File: config.mk
export PLATFORM = sky130hd
export DESIGN_NAME = pipe_stage_reg
export DESIGN_NICKNAME = d
export VERILOG_FILES = /design/src/rtl/pipe_pkg.sv /design/src/rtl/pipe_perf_cnt.sv /design/src/rtl/pipe_stage_reg.sv
export SDC_FILE = /design/constraint.sdc
export NUM_CORES = 1
export LEC_CHECK = 0
export CAP_MARGIN = 20
export CORE_MARGIN = 8
export CORE_UTILIZATION = 37
export DETAILED_ROUTE_END_ITERATION = 10
export GPL_ROUTABILITY_DRIVEN = 0
export PLACE_DENSITY = 0.81
export REMOVE_ABC_BUFFERS = 1
export SLEW_MARGIN = 20
export SYNTH_ARGS = -nofsm -noshare
export SYNTH_HDL_FRONTEND = slang
export SYNTH_SLANG_ARGS = --single-unit
export TNS_END_PERCENT = 50
File: constraint.sdc
create_clock -name clk -period 4.43 [get_ports clk]
set_input_delay 0.6645 -clock clk [delete_from_list [all_inputs] [get_ports clk]]
set_output_delay 0.6645 -clock clk [all_outputs]
set_load 0.01 [all_outputs]
File: src/rtl/pipe_pkg.sv
// Shared constants and helpers for the pipeline stage registers.
// Stage actions are decoded once per cycle and drive both datapath and perf counters.
package pipe_pkg;

    localparam logic [31:0] RESET_PC_DEF   = 32'h0000_3000;
    localparam logic [31:0] HANDLER_PC_DEF = 32'h0000_4180;

    localparam int unsigned EXC_W    = 5;
    localparam logic [4:0]  EXC_NONE = 5'd0;
    localparam logic [4:0]  REG_ZERO = 5'd0;

    localparam int unsigned STALL_BUBBLE = 0;
    localparam int unsigned STALL_HOLD   = 1;

    typedef enum logic [2:0] {
        ActLoad,
        ActReq,
        ActFlush,
        ActBubble,
        ActHold
    } stage_act_e;

    // Low bit index of payload lane `lane` when lanes are `width` bits wide.
    function automatic int unsigned lane_lo(int unsigned lane, int unsigned width);
        return lane * width;
    endfunction

endpackage

File: src/rtl/pipe_perf_cnt.sv
// Saturating event counter, cleared only by the asynchronous reset.
module pipe_perf_cnt #(
    parameter int unsigned W = 32
) (
    input  logic         clk,
    input  logic         reset,
    input  logic         inc,
    output logic [W-1:0] count
);

    logic [W-1:0] count_q;
    logic [W-1:0] count_d;

    always_comb begin
        count_d = count_q;
        if (inc && (count_q != {W{1'b1}})) begin
            count_d = count_q + 1'b1;
        end
    end

    always_ff @(posedge clk or posedge reset) begin
        if (reset) begin
            count_q <= '0;
        end else begin
            count_q <= count_d;
        end
    end

    assign count = count_q;

endmodule

File: src/rtl/pipe_stage_reg.sv
// Generic inter-stage pipeline register (PC, BD, exception, dest reg, payload lanes).
// Optional PIPE_PERF_CNT_EN adds bubble_cnt / flush_cnt performance counters.
module pipe_stage_reg
    import pipe_pkg::*;
#(
    parameter int unsigned NUM_LANES  = 2,
    parameter int unsigned LANE_W     = 32,
    parameter int unsigned STALL_MODE = STALL_BUBBLE,
    parameter logic [31:0] RESET_PC   = RESET_PC_DEF,
    parameter logic [31:0] HANDLER_PC = HANDLER_PC_DEF
) (
    input  logic                        clk,
    input  logic                        reset,
    input  logic                        req,
    input  logic                        flush,
    input  logic                        stall,
    input  logic                        in_valid,
    input  logic [31:0]                 in_pc,
    input  logic                        in_bd,
    input  logic [EXC_W-1:0]            in_exc,
    input  logic [4:0]                  in_a3,
    input  logic [NUM_LANES*LANE_W-1:0] in_data,
    output logic                        out_valid,
    output logic [31:0]                 out_pc,
    output logic                        out_bd,
    output logic [EXC_W-1:0]            out_exc,
    output logic [4:0]                  out_a3,
    output logic [NUM_LANES*LANE_W-1:0] out_data
`ifdef PIPE_PERF_CNT_EN
    ,
    output logic [31:0]                 bubble_cnt,
    output logic [31:0]                 flush_cnt
`endif
);

    localparam int unsigned DATA_W = NUM_LANES * LANE_W;

    stage_act_e act;

    logic              valid_q, valid_d;
    logic [31:0]       pc_q,    pc_d;
    logic              bd_q,    bd_d;
    logic [EXC_W-1:0]  exc_q,   exc_d;
    logic [4:0]        a3_q,    a3_d;
    logic [DATA_W-1:0] data_q,  data_d;

    always_comb begin
        act = ActLoad;
        if (req) begin
            act = ActReq;
        end else if (flush) begin
            act = ActFlush;
        end else if (stall) begin
            act = (STALL_MODE == STALL_HOLD) ? ActHold : ActBubble;
        end
    end

    always_comb begin
        valid_d = valid_q;
        pc_d    = pc_q;
        bd_d    = bd_q;
        exc_d   = exc_q;
        a3_d    = a3_q;
        data_d  = data_q;
        unique case (act)
            ActReq: begin
                valid_d = 1'b0;
                pc_d    = HANDLER_PC;
                bd_d    = 1'b0;
                exc_d   = EXC_NONE;
                a3_d    = REG_ZERO;
                data_d  = '0;
            end
            ActFlush: begin
                valid_d = 1'b0;
                pc_d    = in_pc;
                bd_d    = 1'b0;
                exc_d   = EXC_NONE;
                a3_d    = REG_ZERO;
                data_d  = '0;
            end
            ActBubble: begin
                // PC/BD survive the bubble so CP0 can still report a macro-PC.
                valid_d = 1'b0;
                pc_d    = in_pc;
                bd_d    = in_bd;
                exc_d   = EXC_NONE;
                a3_d    = REG_ZERO;
                data_d  = '0;
            end
            ActHold: begin
            end
            ActLoad: begin
                valid_d = in_valid;
                pc_d    = in_pc;
                bd_d    = in_bd;
                exc_d   = in_valid ? in_exc : EXC_NONE;
                a3_d    = in_valid ? in_a3  : REG_ZERO;
                for (int unsigned k = 0; k < NUM_LANES; k++) begin
                    data_d[lane_lo(k, LANE_W) +: LANE_W] = in_data[lane_lo(k, LANE_W) +: LANE_W];
                end
            end
            default: begin
            end
        endcase
    end

    always_ff @(posedge clk or posedge reset) begin
        if (reset) begin
            valid_q <= 1'b0;
            pc_q    <= RESET_PC;
            bd_q    <= 1'b0;
            exc_q   <= EXC_NONE;
            a3_q    <= REG_ZERO;
            data_q  <= '0;
        end else begin
            valid_q <= valid_d;
            pc_q    <= pc_d;
            bd_q    <= bd_d;
            exc_q   <= exc_d;
            a3_q    <= a3_d;
            data_q  <= data_d;
        end
    end

    assign out_valid = valid_q;
    assign out_pc    = pc_q;
    assign out_bd    = bd_q;
    assign out_exc   = exc_q;
    assign out_a3    = a3_q;
    assign out_data  = data_q;

`ifdef PIPE_PERF_CNT_EN
    logic bubble_inc;
    logic flush_inc;

    assign bubble_inc = (act == ActBubble) || (act == ActHold);
    assign flush_inc  = (act == ActReq) || (act == ActFlush);

    pipe_perf_cnt #(
        .W (32)
    ) u_bubble_cnt (
        .clk   (clk),
        .reset (reset),
        .inc   (bubble_inc),
        .count (bubble_cnt)
    );

    pipe_perf_cnt #(
        .W (32)
    ) u_flush_cnt (
        .clk   (clk),
        .reset (reset),
        .inc   (flush_inc),
        .count (flush_cnt)
    );
`else
    // Counter-free build: datapath above is the complete stage.
`endif

endmodule

==> results.txt <==
status: completed
yosys warns: 0
top post-synthesis cells by area: dfrtp_1, and2_1, a22o_1
die height: 116 um
Seq cells post-synth: 108
Area Overhead vs Synth: 69.2%
Mapped Area: 3660 um2
Setup CP Type: input port to flop
Min Hold Slack: 0.503 ns
pre-CTS setup slack: 1.50 ns
I/O pins: 221
worst r2r src: out_pc[1]
max_slew headroom: 46.7%
Worst Setup Start Kind: input port
CTS tree: built
overall routed net length: 10,900 um
distinct cell type count after synthesis: 21
Setup crit end kind: flop
post_cts resized: 0
final-report hold violation count: 0
Critical Path AT: 2.94 ns
Syn Inst Count: 256
ratio of final minimum period to clock period: 59.7%
postcts setup bufs: 0
GRT Util Overall: 16.5%
Die X: 116 um
maximum root-to-sink buffer count: 2
worst-path cell chain: clkdlybuf4s50_1 > o21bai_1 > ha_1 > and2b_1 > a22o_1
RSZ-0062 raised after global routing: no
layout cells sized above 1: 4.81%
clock skew: 0 ns
final setup TNS: 0 ns
sequential area share after synthesis: 73.8%
CP startpoint: stall
Data required, critical path: 4.72 ns
f_max: 378 MHz
Core Box Area: 9680 um2
# nets final: 589
worst-margin pin slew: 0.800 ns
worst hold path class: flop to flop
via-per-instance ratio: 4.50
most frequent cells in the layout: clkdlybuf4s50_1, dfrtp_1, and2_1, a22o_1
worst path bufs/invs: 1
largest area contributor in the netlist: dfrtp_1
vias in the first global route: 3,168
Hold Buf Count CTS: 0
global-route wire length before repair: 16,700 um
Setup-failing EPs final: 0
post-detail-place hpwl: 8490 um
most common cell after layout, fill and taps aside: clkdlybuf4s50_1
Max Cap Violations: 0
CTS Sinks: 108
Antenna Nets Post-Route: 0
H-tree Lvls: 3
Worst VDD drop: 0.191 mV
Skew-Pair Late Insertion Delay: 0.34 ns
Crit path largest cell delay: 0.67 ns
initial antenna violation count: 0
Top delay family on crit path: simple AND/OR/NAND/NOR gates
top-area cell type share of the netlist area: 72.4%
final worst slack: 1.79 ns
Die Area: 13,300 um2
DRT Pass-1 Iters: 4
clock slew at reported path FFs: 0.10 ns
n_diodes: 0
total CTS buffers: 9
synthesized area per cell: 14.3 um2
Root Driver: clkbuf_8
via count: 2,748
initial drt markers: 88
largest net degree at the start of global routing: 76
number of I/O port buffers: 220
Initial Utilization: 37.8%
GRT overflow: 0
Remaining DRCs: 0
hold path startpoint: out_pc[10]
slowest CP cell: and2b_1
# rows: 36
Crit Path Max Fanout: 22
detail-routed net length per standard cell: 17.8 um
leakage: 2.77 nW
minimum clock period: 2.64 ns
Pwr per Cell Area: 336 nW/um2
Final Max Slew Viols: 0
through the flow:
stage	total power (W)	cell area, um2	utilization, %	cells
floorplan	0.00120	3580	-	240
global placement	0.00145	5970	61.6	595
detailed placement	0.00146	5970	61.6	595
CTS	0.00212	6190	63.9	611
global route	0.00218	6200	64.0	611
finish	0.00209	6200	64.0	611
report_power, final:
group / total [W] / internal [W] / switching, W
Sequential: 0.00107 / 0.00104 / 0.0000254
Combinational: 0.000362 / 0.000224 / 0.000137
Clock: 0.000655 / 0.000333 / 0.000322
state kept, by name (all words and copies together) (netlist names):
name,cells
out_a3,5
out_bd,1
out_data,64
out_exc,5
out_pc,32
out_valid,1
cell type report:
type / count / area, um2
clock buffer: 10 / 138
clock inverter: 6 / 87.6
fill: 750 / 3480
inverter: 4 / 17.5
multi-input combinational: 128 / 871
sequential: 108 / 2710
tap: 133 / 166
timing repair buffer: 222 / 2220
synth_stat cells, drive strengths merged:
library cell	n
a21o	1
ha	3
a22o	21
dfstp	2
and2b	1
inv	4
and3	10
nor2	5
o2bb2ai	8
clkbuf	10
a21oi	4
dfrtp	106
nand2	8
buf	6
nor2b	1
o21bai	1
and2	65
worst reg2reg max path, stage by stage, from the launching register on:
cell and delay, ns:
dfrtp_1 0.38, nand2_1 0.06, o2bb2ai_1 0.20
path summary, 6_finish.rpt:
check / endpoint / slack [ns] / depth (start not counted)
worst max-delay path: out_pc[30] / 1.79 / 5
worst min-delay path: out_pc[10] / 0.50 / 1
worst max register to register: out_pc[1] / 3.70 / 2
worst min register to register: out_pc[10] / 0.50 / 1
max in group asynchronous: out_pc[1] / 2.80 / 3
min in group asynchronous: out_data[48] / 0.83 / 2
kinds of logic (layout without fill, tap and decap cells):
group                      after synthesis  in the layout  share of synthesized area, %
AOI/OAI and AO/OA                       35             35                          7.89
adders and majority gates                3              3                          1.02
buffers and inverters                   20            242                          2.76
DFF                                    108            108                          73.8
and+or+nand+nor                         90             90                          14.5
layer usage:
| metal | track usage [%] | vias to the layer above | routed length [um] |
|---|---|---|---|
| met5 | 0 | - | 0 |
| met4 | 6.92 | 0 | 263 |
| met3 | 9.02 | 18 | 1390 |
| met2 | 27.5 | 153 | 5130 |
| met1 | 16.9 | 1312 | 4090 |
| li1 | - | 1265 | - |
Note: power is estimated with default switching activity, not from simulation.
